File: config.mk
export PLATFORM = sky130hd
export DESIGN_NAME = traffic_control
export DESIGN_NICKNAME = d
export VERILOG_FILES = /design/src/rtl/traffic_control_pkg.sv /design/src/rtl/tc_phase_timer.sv /design/src/rtl/traffic_control.sv
export SDC_FILE = /design/constraint.sdc
export NUM_CORES = 1
export LEC_CHECK = 0
export ABC_AREA = 1
export CAP_MARGIN = 20
export CORE_AREA = 5 5 42 44
export DETAILED_ROUTE_END_ITERATION = 10
export DIE_AREA = 0 0 47 49
export DONT_BUFFER_PORTS = 1
export GPL_ROUTABILITY_DRIVEN = 0
export GPL_TIMING_DRIVEN = 0
export PLACE_DENSITY = 0.59
export SLEW_MARGIN = 5
export SYNTH_ARGS = -nofsm -noshare
export SYNTH_HDL_FRONTEND = slang
export SYNTH_SLANG_ARGS = --single-unit
export TNS_END_PERCENT = 5
File: constraint.sdc
create_clock -name CLOCK -period 1.4 [get_ports CLOCK]
set_clock_uncertainty 0.15 [all_clocks]
set_input_delay 0.28 -clock CLOCK [delete_from_list [all_inputs] [get_ports CLOCK]]
set_output_delay 0.28 -clock CLOCK [all_outputs]
set_load 0.005 [all_outputs]
File: src/rtl/traffic_control_pkg.sv
// traffic_control_pkg
//   Shared definitions for the highway / country-road traffic-light controller:
//   2-bit light codes, the FSM state encoding and the default phase delays.
package traffic_control_pkg;

    // Light codes driven on HWY_LIGHT / CT_LIGHT (2'd3 is never driven)
    localparam logic [1:0] RED    = 2'd0;
    localparam logic [1:0] YELLOW = 2'd1;
    localparam logic [1:0] GREEN  = 2'd2;

    // Controller states, named by (highway / country) lights:
    //   S0 GREEN/RED, S1 YELLOW/RED, S2 RED/RED, S3 RED/GREEN, S4 RED/YELLOW
    typedef enum logic [2:0] {
        S0 = 3'd0,
        S1 = 3'd1,
        S2 = 3'd2,
        S3 = 3'd3,
        S4 = 3'd4
    } state_t;

    // Default phase lengths in clock cycles (legal range 1..15)
    localparam int DEF_Y2R_DELAY = 3;
    localparam int DEF_R2G_DELAY = 2;

    localparam int TMR_W = 4;

endpackage

File: src/rtl/tc_phase_timer.sv
// tc_phase_timer
//   4-bit loadable down-counter used to time the yellow and all-red phases.
//   Counts down to zero and holds there until the next load.
// Ports:
//   clk      - system clock, rising edge
//   rst      - synchronous active-high reset, clears the count
//   load     - load load_val this cycle (has priority over counting)
//   load_val - value to load (phase length minus one)
//   zero     - count is zero
module tc_phase_timer
    import traffic_control_pkg::*;
(
    input  logic             clk,
    input  logic             rst,
    input  logic             load,
    input  logic [TMR_W-1:0] load_val,
    output logic             zero
);

    logic [TMR_W-1:0] cnt_q, cnt_d;

    always_comb begin
        cnt_d = cnt_q;
        if (load)
            cnt_d = load_val;
        else if (cnt_q != '0)
            cnt_d = cnt_q - TMR_W'(1);
    end

    always_ff @(posedge clk) begin
        if (rst)
            cnt_q <= '0;
        else
            cnt_q <= cnt_d;
    end

    assign zero = (cnt_q == '0);

endmodule

File: src/rtl/traffic_control.sv
// traffic_control
//   Moore FSM traffic-light controller. The highway is green by default; the
//   country road gets green only while CT_SENSOR is high, with timed yellow
//   (Y2R_DELAY cycles) and all-red (R2G_DELAY cycles) phases in between.
// Ports:
//   CLOCK     - system clock, rising edge
//   RESET     - synchronous active-high reset, forces highway green
//   CT_SENSOR - 1 = vehicle waiting on the country road
//   HWY_LIGHT - highway light code (RED=0, YELLOW=1, GREEN=2)
//   CT_LIGHT  - country-road light code
module traffic_control
    import traffic_control_pkg::*;
#(
    parameter int Y2R_DELAY = DEF_Y2R_DELAY,
    parameter int R2G_DELAY = DEF_R2G_DELAY
) (
    input  logic       CLOCK,
    input  logic       RESET,
    input  logic       CT_SENSOR,
    output logic [1:0] HWY_LIGHT,
    output logic [1:0] CT_LIGHT
);

    // Timer holds (length - 1) so the entry cycle counts as the first cycle
    localparam logic [TMR_W-1:0] Y2R_LOAD = TMR_W'(Y2R_DELAY - 1);
    localparam logic [TMR_W-1:0] R2G_LOAD = TMR_W'(R2G_DELAY - 1);

    state_t           state_q, state_d;
    logic             tmr_load;
    logic [TMR_W-1:0] tmr_val;
    logic             tmr_zero;

    tc_phase_timer u_timer (
        .clk      (CLOCK),
        .rst      (RESET),
        .load     (tmr_load),
        .load_val (tmr_val),
        .zero     (tmr_zero)
    );

    // Next-state and timer-load logic
    always_comb begin
        state_d  = state_q;
        tmr_load = 1'b0;
        tmr_val  = '0;
        case (state_q)
            S0: begin
                if (CT_SENSOR) begin
                    state_d  = S1;
                    tmr_load = 1'b1;
                    tmr_val  = Y2R_LOAD;
                end
            end
            S1: begin
                if (tmr_zero) begin
                    state_d  = S2;
                    tmr_load = 1'b1;
                    tmr_val  = R2G_LOAD;
                end
            end
            S2: begin
                if (tmr_zero)
                    state_d = S3;
            end
            S3: begin
                if (!CT_SENSOR) begin
                    state_d  = S4;
                    tmr_load = 1'b1;
                    tmr_val  = Y2R_LOAD;
                end
            end
            S4: begin
                if (tmr_zero)
                    state_d = S0;
            end
            default: begin
                // Illegal encoding: recover to highway green with a clean timer
                state_d  = S0;
                tmr_load = 1'b1;
                tmr_val  = '0;
            end
        endcase
    end

    always_ff @(posedge CLOCK) begin
        if (RESET)
            state_q <= S0;
        else
            state_q <= state_d;
    end

    // Moore output decode straight from the state register
    always_comb begin
        HWY_LIGHT = RED;
        CT_LIGHT  = RED;
        case (state_q)
            S0: HWY_LIGHT = GREEN;
            S1: HWY_LIGHT = YELLOW;
            S2: ;
            S3: CT_LIGHT  = GREEN;
            S4: CT_LIGHT  = YELLOW;
            default: ;
        endcase
    end

endmodule

==> metrics.md, run 1 <==
| Metric | Value |
|---|---|
| Status | finished, final reports clean |
| Source of the worst register-to-register timing path | u_timer.cnt_q[1] |
| Global router's overall resource usage | 8.873% |
| Switching share of power | 44.09% |
| Clk Latency, worst-skew pair | 0.25 ns |
| R2R cell count | 9 |
| Count of endpoints failing setup in the final report | 0 |
| DRT Pass-1 Iters | 2 |
| EDFF count, synth | 0 |
| Max-capacitance violation count | 0 |
| Number of buffers created by CTS | 3 |
| Fraction of layout instances using a drive strength above 1 | 38.96% |
| Peak supply drop | 1118 uV |
| Transition time of the tightest slew-check pin | 0.2202 ns |
| Top area cells in the synthesized netlist | sky130_fd_sc_hd__dfxtp_1 (30%), sky130_fd_sc_hd__nand2_1 (12%), sky130_fd_sc_hd__inv_1 (6.5%) |
| Total power divided by cell area | 2232 mW/mm2 |
| DR vias/cell | 4.667 |
| Placeable core region | 0.001401 mm2 |
| Starting density of the core | 33.21% |
| Total wire length after detailed routing | 852 um |
| Most used DFF post-synth | sky130_fd_sc_hd__dfxtp_1 |
| Unrepaired setup endpoints after global routing | true |
| Total number of nets in the final design | 83 |
| Proportion of netlist area held by the largest area contributor | 30.11% |
| Yosys warning count | 0 |
| Pin count of the biggest net entering global routing | 7 |
| Crit end category | flip-flop |
| Share of the yosys chip area belonging to registers | 30.11% |
| Reg clk slew, reported paths | 0.05 ns |
| Inserted Diodes | 0 |
| List of most frequent post-synthesis cells | sky130_fd_sc_hd__nand2_1 (15), sky130_fd_sc_hd__inv_1 (8), sky130_fd_sc_hd__dfxtp_1 (7) |
| Relative contribution of sequential cells to total power | 27.1% |
| Clock tree from TritonCTS | done |
| Worst hold path depth | 3 |
| Critical Path Fanout Max | 5 |
| Die Y | 49 um |
| Cell area after placement | 485.5 um2 |
| Cell Area, Synth | 465.4 um2 |
| Final period demand of the worst path | 1.344 ns |
| Worst slack after detailed placement | -0.07963 ns |
| Post-layout worst setup margin | 0.05598 ns |
| Source of the critical timing path | u_timer.cnt_q[1] |
| Fraction of the core area covered by cells at the end of the flow | 42.14% |
| Cell count after synthesis | 68 |
| Number of remaining DRC errors | 0 |
| Crit Path Category | reg2reg |
| Flip-flop and latch count after synthesis | 7 |
| Highest routed metal layer | met3 |
| TNS Setup | 0 ns |
| Synthesized area per cell | 6.845 um2 |
| Most instantiated library cell after synthesis | sky130_fd_sc_hd__nand2_1 |
| Highest achievable clock rate | 744.0 MHz |
| IO buf count | 0 |
| Post-route worst hold slack | 0.05029 ns |
| Req. time, crit path | 1.43 ns |
| Full die area | 0.002303 mm2 |
| Setup slack on the worst flop-to-flop path | 0.06 ns |
| Number of global-route vias before repair | 408 |
| Startpoint class of the critical path | flip-flop |
| Fin. max-slew vios | 0 |
| Capture endpoint of the worst hold path | u_timer.cnt_q[1] |
| End of the worst register-to-register path | u_timer.cnt_q[0] |
| Total non-filler cell area in the finished layout | 590.6 um2 |
| Metal2 WL | 427 um |
| Internal Dissipation | 0.7371 mW |
| Number of clock sinks seen by CTS | 7 |
| Library cell with the largest summed area after synthesis | sky130_fd_sc_hd__dfxtp_1 |
| Io pins | 7 |
| Hold violation total from the final report | 0 |
| Slew headroom | 85.21% |
| Hpwl dp | 656.3 um |
| Detailed-routing wirelength on met1 | 345 um |
| Antenna violations before repair | 0 |
| Detail Route Antenna Nets | 0 |
| Standard-cell rows | 14 |
| Data arrival, critical path | 1.38 ns |
| Root Buffer | sky130_fd_sc_hd__clkbuf_4 |
| Detailed-route wire length per cell | 9.161 um |
| Routed via count | 434 |
| Met3 layer wire length in the routed design | 78 um |
| Share of synthesized flip-flops with an asynchronous set or reset | 0% |
| Overall overflow remaining after global route | 0 |
| Global-route wire length before repair | 1497 um |
| Die extent in x | 47 um |
| Layout Area Growth over Synthesis | 26.88% |
| Startpoint of the most critical hold path | RESET |
| Clock Path Buffers | 2 |
| DRT iter0 DRCs | 9 |
| Synthesized Nets | 73 |
| Distinct cell type count of the synthesized netlist | 19 |
| Portion of total power attributed to combinational logic | 59.3% |
| Period utilization | 96.00% |
| Switching power total | 0.5813 mW |
| Maximum level of the CTS H-tree | 1 |
| Clock power share | 13.5% |
| Worst hold path type | in2reg |
| Total leakage power | 0.2615 nW |
cells in the final DEF, fill, tap and decap left out, types with 2 or more instances in the layout:
cell,synthesis,final
sky130_fd_sc_hd__nand2_1,15,15
sky130_fd_sc_hd__nand2_2,4,3
sky130_fd_sc_hd__nand3_1,4,4
sky130_fd_sc_hd__nor2_1,6,5
sky130_fd_sc_hd__nor3_1,3,3
sky130_fd_sc_hd__nor2_4,1,2
sky130_fd_sc_hd__dfxtp_1,7,3
sky130_fd_sc_hd__nand4_1,2,2
sky130_fd_sc_hd__a21oi_1,3,3
sky130_fd_sc_hd__inv_2,2,5
sky130_fd_sc_hd__o21ai_2,2,2
sky130_fd_sc_hd__nor2_2,3,3
sky130_fd_sc_hd__clkbuf_4,0,3
sky130_fd_sc_hd__inv_1,8,6
sky130_fd_sc_hd__dfxtp_2,0,3
sky130_fd_sc_hd__xnor2_1,2,2
sky130_fd_sc_hd__buf_4,0,4
worst max path at each step:
stage,end,slack [ns],cells past startpoint
6_report,u_timer.cnt_q[0],0.06,9
5_1_grt,u_timer.cnt_q[0],-0.04,8
4_1_cts,u_timer.cnt_q[0],-0.01,9
3_5_place_dp,u_timer.cnt_q[0],-0.08,9
3_3_place_gp,u_timer.cnt_q[0],-0.09,9
2_1_floorplan,u_timer.cnt_q[0],0.04,9
per-layer routing:
layer	GRT usage, %	vias up
li1	-	236
met1	9.670	189
met2	13.35	9
met3	6.273	0
met4	2.765	0
met5	0	-
registers in the layout (all words and copies together) (netlist names):
signal and count:
state_q 3, u_timer.cnt_q 4
kinds of logic after synthesis:
| kind of cell | synth area share, % |
|---|---|
| fa+ha+maj | 5.375 |
| compound gates | 8.602 |
| xor+xnor | 3.764 |
| flops | 30.11 |
| simple gates | 43.28 |
| buf+inv | 8.871 |
what timing repair did:
| action | 4_1_cts | 5_1_grt |
|---|---|---|
| resized for setup | 3 | 11 |
| pin swaps | 4 | 7 |
| hold endpoints to repair | 3 | 0 |
| setup endpoints to repair | 7 | 10 |
| buffers inserted | 3 | 1 |
| hold buffers | 1 | 0 |
critical path: stages, from the launching register on:
cell and delay, ns:
sky130_fd_sc_hd__dfxtp_2 0.33, sky130_fd_sc_hd__inv_2 0.06, sky130_fd_sc_hd__ha_4 0.16, sky130_fd_sc_hd__nand2_4 0.09, sky130_fd_sc_hd__nor2_4 0.05, sky130_fd_sc_hd__nor2_4 0.12
sky130_fd_sc_hd__nand2_2 0.09, sky130_fd_sc_hd__nor2_2 0.12, sky130_fd_sc_hd__nor2_2 0.05, sky130_fd_sc_hd__nor2_1 0.07
through the flow:
step	instances	power (mW)
after floorplan	68	0.8493
after global placement	84	0.9444
after detailed placement	84	0.9400
after CTS	92	1.238
after global routing	93	1.476
final	93	1.318
layout make-up:
class | instances | area (um2)
clock buffers | 4 | 26.28
fillers | 150 | 810.8
inverters | 11 | 41.29
multi-input cells | 50 | 315.3
flip-flops and latches | 7 | 147.6
well taps | 16 | 20.02
repair buffers | 5 | 40.04
power groups by stage:
stage	clock (mW)	sequential (mW)	combinational, mW
floorplan	0	0.327	0.522
global placement	0	0.344	0.601
detailed placement	0	0.342	0.598
CTS	0.191	0.339	0.708
global route	0.205	0.371	0.899
finish	0.179	0.358	0.782
No activity file was read; power rests on OpenSTA's default activity.
==> run 2, diff against run 1 <==
--- a/config.mk
+++ b/config.mk
@@ -7,13 +7,13 @@
 export LEC_CHECK = 0
 export ABC_AREA = 1
 export CAP_MARGIN = 20
-export CORE_AREA = 5 5 42 44
+export CORE_AREA = 2 2 39 41
 export DETAILED_ROUTE_END_ITERATION = 10
-export DIE_AREA = 0 0 47 49
+export DIE_AREA = 0 0 41 43
 export DONT_BUFFER_PORTS = 1
 export GPL_ROUTABILITY_DRIVEN = 0
 export GPL_TIMING_DRIVEN = 0
-export PLACE_DENSITY = 0.59
+export PLACE_DENSITY = 0.57
 export SLEW_MARGIN = 5
 export SYNTH_ARGS = -nofsm -noshare
 export SYNTH_HDL_FRONTEND = slang
==> constraint.sdc (replaced) <==
create_clock -name CLOCK -period 1.26 [get_ports CLOCK]
set_clock_uncertainty 0.15 [all_clocks]
set_input_delay 0.252 -clock CLOCK [delete_from_list [all_inputs] [get_ports CLOCK]]
set_output_delay 0.252 -clock CLOCK [all_outputs]
set_load 0.005 [all_outputs]
==> run 2 against run 1 <==
- the flow now finishes with violations (negative setup slack)
- register-to-register slack got worse by 0.09 ns
- sequential share of layout area about the same
- first-iteration DRC count decreased by 22%
- worst hold slack got worse by 0.017 ns
- final cell count unchanged
- power increased by 15%
- via count decreased by 1.2%
- critical path depth unchanged
- sequential cell count unchanged
- die area decreased by 23%
- sequential power increased by 18%
- utilization increased by 2.3 points
- largest power group unchanged
==> metrics.md, run 2 (same netlist as run 1, synthesis figures left out) <==
| Metric | Value |
|---|---|
| Startpoint class of the critical path | flip-flop |
| Critical Path Fanout Max | 5 (unchanged) |
| Highest achievable clock rate | 771.7 MHz (+3.7%) |
| Status | finished with violations |
| IO buf count | 0 (unchanged) |
| Routed via count | 429 (-1.2%) |
| Switching share of power | 43.92% (-0.18 points) |
| Antenna violations before repair | 0 (unchanged) |
| Io pins | 7 (unchanged) |
| Post-route worst hold slack | 0.03343 ns (-0.01686 ns) |
| DRT iter0 DRCs | 7 (-2) |
| Most common cell after layout, fill and taps aside | sky130_fd_sc_hd__nand2_1 |
| Die extent in x | 41 um (-13%) |
| Root Buffer | sky130_fd_sc_hd__clkbuf_4 |
| Global Route met2 Usage | 20.94% (+7.6 points) |
| Pin count of the biggest net entering global routing | 7 (unchanged) |
| Overall overflow remaining after global route | 0 (unchanged) |
| Crit Path Category | reg2reg |
| Worst hold path depth | 3 (unchanged) |
| Fraction of layout instances using a drive strength above 1 | 40.26% (+1.3 points) |
| Maximum level of the CTS H-tree | 1 (unchanged) |
| Detail Route Antenna Nets | 0 (unchanged) |
| Fin. max-slew vios | 0 (unchanged) |
| Total power divided by cell area | 2453 mW/mm2 (+9.9%) |
| Placed instance count | 84 (unchanged) |
| Clock Path Buffers | 2 (unchanged) |
| Relative contribution of sequential cells to total power | 28.0% (+0.9 points) |
| DR vias/cell | 4.613 (-1.2%) |
| Most frequent cells in the layout | sky130_fd_sc_hd__nand2_1 (15), sky130_fd_sc_hd__inv_1 (6), sky130_fd_sc_hd__nor2_1 (5) |
| Hpwl dp | 686.5 um (+4.6%) |
| Total number of nets in the final design | 83 (unchanged) |
| Total leakage power | 0.2671 nW (+2.2%) |
| Startpoint of the most critical hold path | RESET |
| Hold violation total from the final report | 0 (unchanged) |
| Portion of total power attributed to combinational logic | 58.9% (-0.4 points) |
| Req. time, crit path | 1.29 ns (-0.14 ns) |
| Die Y | 43 um (-12%) |
| Slew headroom | 85.69% (+0.49 points) |
| Number of clock sinks seen by CTS | 7 (unchanged) |
| Registers with the most flip-flops | u_timer.cnt_q: 4 flops, state_q: 3 flops |
| Full die area | 0.001763 mm2 (-23%) |
| Worst slack after detailed placement | -0.1020 ns (-0.02235 ns) |
| Final period demand of the worst path | 1.296 ns (-0.04814 ns) |
| Fraction of the core area covered by cells at the end of the flow | 44.48% (+2.3 points) |
| Total wire length after detailed routing | 889 um (+4.3%) |
| Starting density of the core | 33.63% (+0.42 points) |
| Failing checks | negative setup slack |
| Worst hold path type | in2reg |
| Global-route wire length before repair | 1642 um (+9.7%) |
| Internal Dissipation | 0.8469 mW (+15%) |
| Clock power share | 13.1% (-0.4 points) |
| Count of endpoints failing setup in the final report | 6 (+6) |
| Number of cells in the finished layout apart from fillers | 93 (unchanged) |
| Unrepaired setup endpoints after global routing | true |
| Layout Area Growth over Synthesis | 32.26% |
| Filler cell count | 149 (-0.67%) |
| Number of global-route vias before repair | 428 (+4.9%) |
| R2R cell count | 9 (unchanged) |
| Clock tree from TritonCTS | done |
| Met3 layer usage reported by global route | 7.853% (+1.6 points) |
| Setup slack on the worst flop-to-flop path | -0.04 ns (-0.09 ns) |
| Reg clk slew, reported paths | 0.05 ns (about the same) |
| Max-capacitance violation count | 0 (unchanged) |
| Crit end category | flip-flop |
| Period utilization | 102.8% (+6.8 points) |
| Switching power total | 0.6632 mW (+14%) |
| Inserted Diodes | 0 (unchanged) |
| Overall power of the completed layout | 1.510 mW (+15%) |
| Number of flip-flops in the largest register | 4 (unchanged) |
| Data arrival, critical path | 1.32 ns (-0.06 ns) |
| Post-layout worst setup margin | -0.03588 ns (-0.09186 ns) |
| Source of the worst register-to-register timing path | u_timer.cnt_q[0] |
| Peak supply drop | 1212 uV (+8.4%) |
| Transition time of the tightest slew-check pin | 0.2139 ns (-0.006277 ns) |
| Global router's overall resource usage | 14.00% (+5.1 points) |
| Met1 GRT Util | 15.58% (+5.9 points) |
| Clk Latency, worst-skew pair | 0.25 ns (about the same) |
| DRT Pass-1 Iters | 2 (unchanged) |
| Busiest metal layer after global routing | met2 |
| Number of remaining DRC errors | 0 (unchanged) |
| Capture endpoint of the worst hold path | u_timer.cnt_q[1] |
| Standard-cell rows | 14 (unchanged) |
| End of the worst register-to-register path | u_timer.cnt_q[0] |
| Number of buffers created by CTS | 3 (unchanged) |
| Largest Register | u_timer.cnt_q |
| Placeable core region | 0.001384 mm2 (-1.2%) |
| Detailed-route wire length per cell | 9.559 um (+4.3%) |
-- run 2: cell types whose count changed in the layout (fill, tap and decap cells not counted), sizes merged --
cell	change
clkinv	+1
inv	-1
-- run 2: how the worst max path moves through the flow --
stage,endpoint,from,cells past startpoint,slack [ns]
floorplan,u_timer.cnt_q[0],u_timer.cnt_q[0],9,0.006
CTS,u_timer.cnt_q[0],u_timer.cnt_q[0],9,-0.05
global placement,u_timer.cnt_q[0],state_q[0],7,-0.09
finish,u_timer.cnt_q[0],u_timer.cnt_q[0],9,-0.04
detailed placement,u_timer.cnt_q[0],u_timer.cnt_q[0],9,-0.10
global route,u_timer.cnt_q[0],u_timer.cnt_q[0],9,-0.15
-- run 2: power groups by stage --
stage               clock [mW]  sequential [mW]  combinational, mW
CTS                      0.206            0.414              0.887
finish                   0.198            0.422              0.890
global placement             0            0.389              0.742
floorplan                    0            0.372              0.652
detailed placement           0            0.390              0.747
global route             0.223            0.429               1.02
-- run 2: per-layer routing --
layer  up-vias  part of all wire (%)
li1        233                     -
met1       185                    43
met2         9                    51
met3         2                   4.8
met4         0                   1.8
met5         -                     0
-- run 2: cell type report --
cell class                      count  area (um2)  share of cell area [%]
Inverter                           11       47.55                   7.724
Clock buffer                        4       26.28                   4.268
Multi-Input combinational cell     50       327.8                   53.25
Timing Repair Buffer                5       40.04                   6.504
Tap cell                           16       20.02                   3.252
Sequential cell                     7       153.9                   25.00
-- run 2: critical path, cell delays in order (launching register included) --
cell and delay [ns]:
sky130_fd_sc_hd__dfxtp_2 0.34, sky130_fd_sc_hd__inv_2 0.06, sky130_fd_sc_hd__ha_4 0.16, sky130_fd_sc_hd__nand2_4 0.08, sky130_fd_sc_hd__nor2_4 0.05, sky130_fd_sc_hd__nor2_4 0.12, sky130_fd_sc_hd__nand2_2 0.09, sky130_fd_sc_hd__nor2_2 0.08
sky130_fd_sc_hd__nor2_1 0.05, sky130_fd_sc_hd__nor2_1 0.07
-- run 2: repair_timing --
action | 4_1_cts | 5_1_grt
pin swaps | 3 | 0
setup endpoints to repair | 10 | 10
cloned | 0 | 0
buffers inserted | 4 | 0
hold buffers | 1 | 0
endpoints found under the hold margin | 3 | 0
resized for setup | 12 | 2
-- run 2: through the flow --
| step | instance area (um2) | TNS (ns) |
|---|---|---|
| global route | 615.6 | -0.8385 |
| global placement | 509.2 | -0.2941 |
| finish | 615.6 | -0.1099 |
| floorplan | 489.2 | 0 |
| CTS | 605.6 | -0.1883 |
| detailed placement | 509.2 | -0.3815 |
